`config.mk`:
```
export PLATFORM = sky130hd
export DESIGN_NAME = dispatch_credit_stage
export DESIGN_NICKNAME = d
export VERILOG_FILES = /design/src/rtl/dispatch_credit_stage.sv
export SDC_FILE = /design/constraint.sdc
export NUM_CORES = 1
export LEC_CHECK = 0
export BUFFER_PORTS_ARGS = -buffer_cell sky130_fd_sc_hd__buf_2
export CAP_MARGIN = 10
export CORE_MARGIN = 1.5
export CORE_UTILIZATION = 40
export CTS_CLUSTER_DIAMETER = 120
export DETAILED_ROUTE_END_ITERATION = 6
export HOLD_SLACK_MARGIN = 0.05
export PLACE_DENSITY = 0.56
export RECOVER_POWER = 25
export SKIP_LAST_GASP = 1
export SLEW_MARGIN = 20
export SYNTH_ARGS = -nofsm -noshare
export SYNTH_HDL_FRONTEND = slang
export SYNTH_SLANG_ARGS = --single-unit
```
`constraint.sdc`:
```
create_clock -name clk -period 4.85 [get_ports clk]
set_input_delay 0.2425 -clock clk [delete_from_list [all_inputs] [get_ports clk]]
set_output_delay 0.2425 -clock clk [all_outputs]
set_load 0.01 [all_outputs]
```
`src/rtl/dispatch_credit_stage.sv`:
```
// Single-issue dispatch stage: input FIFO, per-RS credit tracking, ROB/LSQ tag allocation and stall reporting.
// Optional performance counters are enabled by defining DISPATCH_PERF_CNT_EN.
module dispatch_credit_stage #(
  parameter int XLEN      = 32,
  parameter int NUM_RS    = 5,
  parameter int RS_DEPTH  = 8,
  parameter int ROB_DEPTH = 64,
  parameter int LSQ_DEPTH = 16,
  parameter int BUF_DEPTH = 2,
  localparam int SW = $clog2(NUM_RS),
  localparam int RW = $clog2(ROB_DEPTH),
  localparam int LW = $clog2(LSQ_DEPTH)
) (
  input  logic              clk,
  input  logic              rst,
  input  logic              flush,
  input  logic              in_valid,
  output logic              in_ready,
  input  logic [31:0]       in_instr,
  input  logic [XLEN-1:0]   in_pc,
  input  logic [SW-1:0]     in_rs_sel,
  input  logic              in_is_mem,
  input  logic [NUM_RS-1:0] rs_free,
  input  logic              rob_retire,
  input  logic              lsq_retire,
  output logic [NUM_RS-1:0] rs_valid,
  output logic [31:0]       out_instr,
  output logic [XLEN-1:0]   out_pc,
  output logic [RW-1:0]     out_rob_tag,
  output logic [LW-1:0]     out_lsq_tag,
  output logic              out_is_mem,
  output logic [1:0]        stall_cause
`ifdef DISPATCH_PERF_CNT_EN
  ,
  output logic [31:0]       perf_dispatch_cnt,
  output logic [31:0]       perf_stall_cnt
`endif
);

  localparam int BW = $clog2(BUF_DEPTH);
  localparam int CW = $clog2(RS_DEPTH + 1);
  localparam logic [CW-1:0] CREDIT_FULL = CW'(RS_DEPTH);
  localparam logic [BW:0]   BUF_FULL    = (BW + 1)'(BUF_DEPTH);
  localparam logic [RW:0]   ROB_FULL    = (RW + 1)'(ROB_DEPTH);
  localparam logic [LW:0]   LSQ_FULL    = (LW + 1)'(LSQ_DEPTH);

  logic [31:0]       buf_instr [BUF_DEPTH];
  logic [XLEN-1:0]   buf_pc    [BUF_DEPTH];
  logic [SW-1:0]     buf_sel   [BUF_DEPTH];
  logic              buf_mem   [BUF_DEPTH];

  logic [BW-1:0]     wr_ptr_q, wr_ptr_d, rd_ptr_q, rd_ptr_d;
  logic [BW:0]       buf_cnt_q, buf_cnt_d;
  logic [CW-1:0]     credit_q [NUM_RS];
  logic [CW-1:0]     credit_d [NUM_RS];
  logic [NUM_RS-1:0] credit_dec, credit_inc;
  logic [RW-1:0]     rob_ptr_q, rob_ptr_d;
  logic [RW:0]       rob_cnt_q, rob_cnt_d;
  logic [LW-1:0]     lsq_ptr_q, lsq_ptr_d;
  logic [LW:0]       lsq_cnt_q, lsq_cnt_d;
  logic [NUM_RS-1:0] rs_valid_q, rs_valid_d;
  logic [31:0]       out_instr_q, out_instr_d;
  logic [XLEN-1:0]   out_pc_q, out_pc_d;
  logic [RW-1:0]     out_rob_tag_q, out_rob_tag_d;
  logic [LW-1:0]     out_lsq_tag_q, out_lsq_tag_d;
  logic              out_is_mem_q, out_is_mem_d;
  logic [1:0]        stall_cause_q, stall_cause_d;

  logic              fifo_full, fifo_empty, push, dispatch, lsq_alloc;
  logic              head_credit_ok, rob_full, lsq_full;
  logic [31:0]       head_instr;
  logic [XLEN-1:0]   head_pc;
  logic [SW-1:0]     head_sel;
  logic              head_mem;

  assign fifo_full  = (buf_cnt_q == BUF_FULL);
  assign fifo_empty = (buf_cnt_q == '0);
  assign in_ready   = !fifo_full && !flush;
  assign push       = in_valid && in_ready;

  assign head_instr = buf_instr[rd_ptr_q];
  assign head_pc    = buf_pc[rd_ptr_q];
  assign head_sel   = buf_sel[rd_ptr_q];
  assign head_mem   = buf_mem[rd_ptr_q];

  assign rob_full  = (rob_cnt_q == ROB_FULL);
  assign lsq_full  = (lsq_cnt_q == LSQ_FULL);

  // An out-of-range selector matches no channel, so it reads as "no credit" and never dispatches.
  always_comb begin
    head_credit_ok = 1'b0;
    for (int i = 0; i < NUM_RS; i++) begin
      if (head_sel == SW'(i)) head_credit_ok = (credit_q[i] != '0);
    end
  end

  assign dispatch  = !flush && !fifo_empty && head_credit_ok && !rob_full && (!head_mem || !lsq_full);
  assign lsq_alloc = dispatch && head_mem;

  genvar gi;
  generate
    for (gi = 0; gi < NUM_RS; gi++) begin : g_credit
      assign credit_dec[gi] = dispatch && (head_sel == SW'(gi));
      // A free pulse at full credit is dropped unless the same channel is consuming this cycle.
      assign credit_inc[gi] = rs_free[gi] && ((credit_q[gi] != CREDIT_FULL) || credit_dec[gi]);
      assign credit_d[gi]   = flush ? CREDIT_FULL
                                    : credit_q[gi] - CW'(credit_dec[gi]) + CW'(credit_inc[gi]);

      a_rs_free_overflow: assert property (@(posedge clk) disable iff (rst || flush)
        rs_free[gi] |-> (credit_q[gi] != CREDIT_FULL));
    end
  endgenerate

  always_comb begin
    wr_ptr_d      = wr_ptr_q + BW'(push);
    rd_ptr_d      = rd_ptr_q + BW'(dispatch);
    buf_cnt_d     = buf_cnt_q + (BW + 1)'(push) - (BW + 1)'(dispatch);
    rob_ptr_d     = rob_ptr_q + RW'(dispatch);
    rob_cnt_d     = rob_cnt_q + (RW + 1)'(dispatch) - (RW + 1)'(rob_retire && (rob_cnt_q != '0));
    lsq_ptr_d     = lsq_ptr_q + LW'(lsq_alloc);
    lsq_cnt_d     = lsq_cnt_q + (LW + 1)'(lsq_alloc) - (LW + 1)'(lsq_retire && (lsq_cnt_q != '0));
    rs_valid_d    = credit_dec;
    out_instr_d   = out_instr_q;
    out_pc_d      = out_pc_q;
    out_rob_tag_d = out_rob_tag_q;
    out_lsq_tag_d = out_lsq_tag_q;
    out_is_mem_d  = out_is_mem_q;
    stall_cause_d = 2'd0;

    if (dispatch) begin
      out_instr_d   = head_instr;
      out_pc_d      = head_pc;
      out_rob_tag_d = rob_ptr_q;
      out_lsq_tag_d = lsq_ptr_q;
      out_is_mem_d  = head_mem;
    end else if (!flush && !fifo_empty) begin
      if (!head_credit_ok)  stall_cause_d = 2'd1;
      else if (rob_full)    stall_cause_d = 2'd2;
      else                  stall_cause_d = 2'd3;
    end

    if (flush) begin
      wr_ptr_d   = '0;
      rd_ptr_d   = '0;
      buf_cnt_d  = '0;
      rob_ptr_d  = '0;
      rob_cnt_d  = '0;
      lsq_ptr_d  = '0;
      lsq_cnt_d  = '0;
      rs_valid_d = '0;
    end
  end

  // Payload storage carries no reset; occupancy is tracked by the pointers and count alone.
  always_ff @(posedge clk) begin
    if (push) begin
      buf_instr[wr_ptr_q] <= in_instr;
      buf_pc[wr_ptr_q]    <= in_pc;
      buf_sel[wr_ptr_q]   <= in_rs_sel;
      buf_mem[wr_ptr_q]   <= in_is_mem;
    end
  end

  always_ff @(posedge clk or posedge rst) begin
    if (rst) begin
      wr_ptr_q      <= '0;
      rd_ptr_q      <= '0;
      buf_cnt_q     <= '0;
      rob_ptr_q     <= '0;
      rob_cnt_q     <= '0;
      lsq_ptr_q     <= '0;
      lsq_cnt_q     <= '0;
      rs_valid_q    <= '0;
      out_instr_q   <= '0;
      out_pc_q      <= '0;
      out_rob_tag_q <= '0;
      out_lsq_tag_q <= '0;
      out_is_mem_q  <= 1'b0;
      stall_cause_q <= 2'd0;
      for (int i = 0; i < NUM_RS; i++) credit_q[i] <= CREDIT_FULL;
    end else begin
      wr_ptr_q      <= wr_ptr_d;
      rd_ptr_q      <= rd_ptr_d;
      buf_cnt_q     <= buf_cnt_d;
      rob_ptr_q     <= rob_ptr_d;
      rob_cnt_q     <= rob_cnt_d;
      lsq_ptr_q     <= lsq_ptr_d;
      lsq_cnt_q     <= lsq_cnt_d;
      rs_valid_q    <= rs_valid_d;
      out_instr_q   <= out_instr_d;
      out_pc_q      <= out_pc_d;
      out_rob_tag_q <= out_rob_tag_d;
      out_lsq_tag_q <= out_lsq_tag_d;
      out_is_mem_q  <= out_is_mem_d;
      stall_cause_q <= stall_cause_d;
      for (int i = 0; i < NUM_RS; i++) credit_q[i] <= credit_d[i];
    end
  end

  assign rs_valid    = rs_valid_q;
  assign out_instr   = out_instr_q;
  assign out_pc      = out_pc_q;
  assign out_rob_tag = out_rob_tag_q;
  assign out_lsq_tag = out_lsq_tag_q;
  assign out_is_mem  = out_is_mem_q;
  assign stall_cause = stall_cause_q;

`ifdef DISPATCH_PERF_CNT_EN
  logic [31:0] perf_dispatch_q, perf_dispatch_d;
  logic [31:0] perf_stall_q, perf_stall_d;

  // Counters survive flush; only rst clears them.
  always_comb begin
    perf_dispatch_d = perf_dispatch_q + 32'(dispatch);
    perf_stall_d    = perf_stall_q + 32'(stall_cause_q != 2'd0);
  end

  always_ff @(posedge clk or posedge rst) begin
    if (rst) begin
      perf_dispatch_q <= '0;
      perf_stall_q    <= '0;
    end else begin
      perf_dispatch_q <= perf_dispatch_d;
      perf_stall_q    <= perf_stall_d;
    end
  end

  assign perf_dispatch_cnt = perf_dispatch_q;
  assign perf_stall_cnt    = perf_stall_q;
`endif

  a_rs_sel_legal: assert property (@(posedge clk) disable iff (rst)
    (in_valid && in_ready) |-> (32'(in_rs_sel) < 32'(NUM_RS)));
  a_rob_underflow: assert property (@(posedge clk) disable iff (rst || flush)
    rob_retire |-> (rob_cnt_q != '0));
  a_lsq_underflow: assert property (@(posedge clk) disable iff (rst || flush)
    lsq_retire |-> (lsq_cnt_q != '0));

endmodule

```
==> metrics.md <==
| Metric | Value |
|---|---|
| Setup crit start kind | `register` |
| Worst R2R End | `rob_cnt_q[6]$_DFF_PP0_` |
| Synth Area per Inst | `14.2 sq um` |
| Critical Path, Cell by Cell | `mux2_4, mux2_4, o221a_2, or2_4, ha_1, inv_1, ha_1, inv_1, fa_1, nand2b_1, a21oi_1, o21ai_0, a21oi_1, or3_1, a21oi_1` |
| Reg power frac | `44.3%` |
| Layout cells sized above 1 | `19.4%` |
| Distinct cells, synth | `44` |
| EDFF count, synth | `136` |
| Wire per inst | `15.3 um` |
| Power per cell area | `508 nW/um^2` |
| DP Wirelength | `12.8 mm` |
| Total gr overflow | `0` |
| Type of the most critical hold path | `in2reg` |
| Clock skew | `0.0235 ns` |
| Worst skew pair latency | `0.56 ns` |
| Static Leak | `0.00577 uW` |
| Post-synth top area share | `37.7%` |
| Cell-internal power | `4810 uW` |
| Post-synthesis cell area | `10,800 sq um` |
| RD Place Congestion | `0.741` |
| Max-Cap Viols | `0` |
| CP max-delay cell | `dfrtp_4` |
| Total global-route track usage | `15.3%` |
| Max-slew violations | `0` |
| Worst-path fanout max | `45` |
| Core Area | `26,700 sq um` |
| Largest net degree at the start of global routing | `102` |
| PnR worst setup slack | `0.871 ns` |
| Final Hold Fails | `0` |
| Clock-pin slew on the worst setup and hold paths | `0.06 ns` |
| Crit path DAT | `4.38 ns` |
| CTS Hold Bufs | `70` |
| Reg2reg path depth | `15` |
| Combinational fraction of design power | `25.3%` |
| Hold Startpoint | `rs_free[4]` |
| Required @ worst endpoint | `5.25 ns` |
| Vias per std cell | `4.61` |
| IR drop worst, VDD | `0.296 mV` |
| Clk root buf | `clkbuf_16` |
| Total CTS buffers | `30` |
| Min Tclk post-route | `3.98 ns` |
| # clock sinks | `264` |
| Crit end category | `register` |
| NumNets Final | `1,138` |
| Die W | `167 um` |
| Worst r2r src | `rd_ptr_q$_DFF_PP0_` |
| Port Buffers | `161` |
| Detailed Route Iter0 Violations | `380` |
| Post-CTS Setup Bufs | `0` |
| Standard-cell rows | `60` |
| Initial antenna violation count | `1` |
| Yosys reg bits | `264` |
| Asr flop ratio synth | `48.5%` |
| CP peak stage delay | `0.55 ns` |
| Reg2Reg Setup Slack | `0.87 ns` |
| Synth Flop Type | `edfxtp_1` |
| Slew HR | `34.4%` |
| Min-Delay Endpoint | `credit_q[0]$_DFF_PP0_` |
| Hold Path Cell Cnt | `5` |
| Final core occ | `50.7%` |
| Final ANT Viol Nets | `0` |
| Starting Density | `40.5%` |
| CTS tree | `built` |
| Status | `complete, no violations` |
| CTS H-tree lvls | `1` |
| Ports | `162` |
| TritonRoute pass-1 iters | `4` |
| Final-report setup violation count | `0` |
| Area grow syn2layout | `25.2%` |
| Placed cell areas | `12,000 sq um` |
| Most instantiated cells after synthesis | `edfxtp_1 (136), dfrtp_1 (123), nand2_1 (78), mux2i_1 (67), o21ai_1 (64)` |
| Sw power | `2070 uW` |
| Setup_tns | `0 ns` |
| Drt total wl | `21.0 mm` |
| RSZ-0062 raised after global routing | `false` |
| Crit share post-route | `82.0%` |
| Fill cells | `2,318` |
| CTS resizes | `0` |
| Pre-CTS setup slack | `0.858 ns` |
| Critical path class | `reg2reg` |
| Via Count | `6,320` |
| First-pass GRT wire length | `34.3 mm` |
| Die height | `167 um` |
| Total power | `6880 uW` |
| Post-synth net total | `897` |
| Fmax | `251 MHz` |
| Synth area leader | `edfxtp_1` |
| Vias in the first global route | `6,469` |
| Post-route DRC | `0` |
| Maximum buffer depth of the clock tree | `3` |
| Cells after synthesis | `763` |
| Synth area leaders | `edfxtp_1 (38%), dfrtp_1 (28%), mux2i_1 (6.2%), ha_1 (5.6%), o21ai_1 (3.0%)` |
| Sw Share | `30.1%` |
| Fin area | `13,500 sq um` |
| Slew @ Worst Pin | `0.983 ns` |
| Count leader, synth | `edfxtp_1` |
| Most frequent cell on the critical path | `a21oi_1` |
| Yosys warns | `0` |
| Post-synthesis sequential area ratio | `67.4%` |
| Full die area | `28,000 sq um` |
| Clock network power share | `30.4%` |
==> worst max path at each step <==
stage | end | slack, ns | depth (start not counted) | from
final | rob_cnt_q[6]$_DFF_PP0_ | 0.87 | 15 | rd_ptr_q$_DFF_PP0_
after global routing | rob_cnt_q[6]$_DFF_PP0_ | 0.47 | 17 | rob_cnt_q[3]$_DFF_PP0_
after CTS | rob_cnt_q[6]$_DFF_PP0_ | 0.84 | 15 | rd_ptr_q$_DFF_PP0_
after detailed placement | rob_cnt_q[6]$_DFF_PP0_ | 0.86 | 15 | rd_ptr_q$_DFF_PP0_
after global placement | rob_cnt_q[6]$_DFF_PP0_ | 0.90 | 15 | rd_ptr_q$_DFF_PP0_
after floorplan | rob_cnt_q[6]$_DFF_PP0_ | 1.10 | 20 | credit_q[19]$_DFF_PP1_
==> power groups by stage <==
| stage | Combinational (uW) | Clock (uW) | Sequential [uW] |
|---|---|---|---|
| CTS | 1780 | 2160 | 3050 |
| global route | 2010 | 2240 | 3100 |
| floorplan | 1080 | 0 | 3150 |
| global placement | 1700 | 0 | 3090 |
| finish | 1740 | 2090 | 3050 |
| detailed placement | 1730 | 0 | 3080 |
==> final cells by class <==
| cell class | count | area, sq um | share of cell area, % |
|---|---|---|---|
| flip-flops and latches | 264 | 7300 | 53.9 |
| multi-input cells | 427 | 3210 | 23.7 |
| repair buffers | 238 | 1510 | 11.1 |
| clock buffers | 43 | 851 | 6.28 |
| well taps | 341 | 427 | 3.15 |
| inverters | 43 | 166 | 1.23 |
| clock inverters | 13 | 85.1 | 0.628 |
| diodes | 1 | 2.50 | 0.0185 |
==> routing by layer <==
metal / GRT usage [%] / part of all wire (%)
met1: 21.4 / 47
met3: 4.16 / 6.1
met5: 0 / 0
met4: 3.09 / 1.6
met2: 23.9 / 45
==> metrics by stage <==
stage | instances | hold slack, ns
2_1_floorplan | 763 | 0.341
6_report | 1370 | 0.203
4_1_cts | 1369 | 0.177
5_1_grt | 1370 | 0.226
3_3_place_gp | 1243 | 0.431
3_5_place_dp | 1243 | 0.434
==> flip-flops by register name, indices dropped and copies added, names as in the netlist, 5 cells and up <==
name / count
rob_cnt_q: 7
out_rob_tag: 6
rs_valid: 5
rob_ptr_q: 6
buf_instr: 64
credit_q: 20
lsq_cnt_q: 5
out_pc: 32
buf_pc: 64
buf_sel: 6
out_instr: 32
==> critical path: cells and delay by family, from the launching register on <==
family	cells	cell delay (ns)
adder cells (fa/ha/maj)	3	0.91
AND/OR/NAND/NOR	3	0.76
buffers and inverters	2	0.10
flip-flops	1	0.55
multiplexers	2	0.67
AO/OA/AOI/OAI	5	0.83
==> layout by cell type (no fill, tap or decap), drive strengths merged, types with 6 or more instances in the layout <==
cell         instances
mux2i               67
dlygate4sd3         70
nor2                32
nor3b                6
clkinv              13
ha                  48
edfxtp             136
inv                 43
fa                   7
nand2b               9
a21o                 8
o21ai               69
clkbuf              84
xor2                 9
mux2                14
xnor2               17
buf                127
nor2b               18
dfrtp              123
a21oi               15
nand2               78
==> cells by family after synthesis <==
logic type               share of synthesized area, %
multiplexers                                     8.07
buffers and inverters                            3.20
adder cells (fa/ha/maj)                          6.85
AND/OR/NAND/NOR                                  7.14
flip-flops                                       67.4
XOR/XNOR                                         2.10
AO/OA/AOI/OAI                                    5.23
Note: power is estimated with default switching activity, not from simulation.
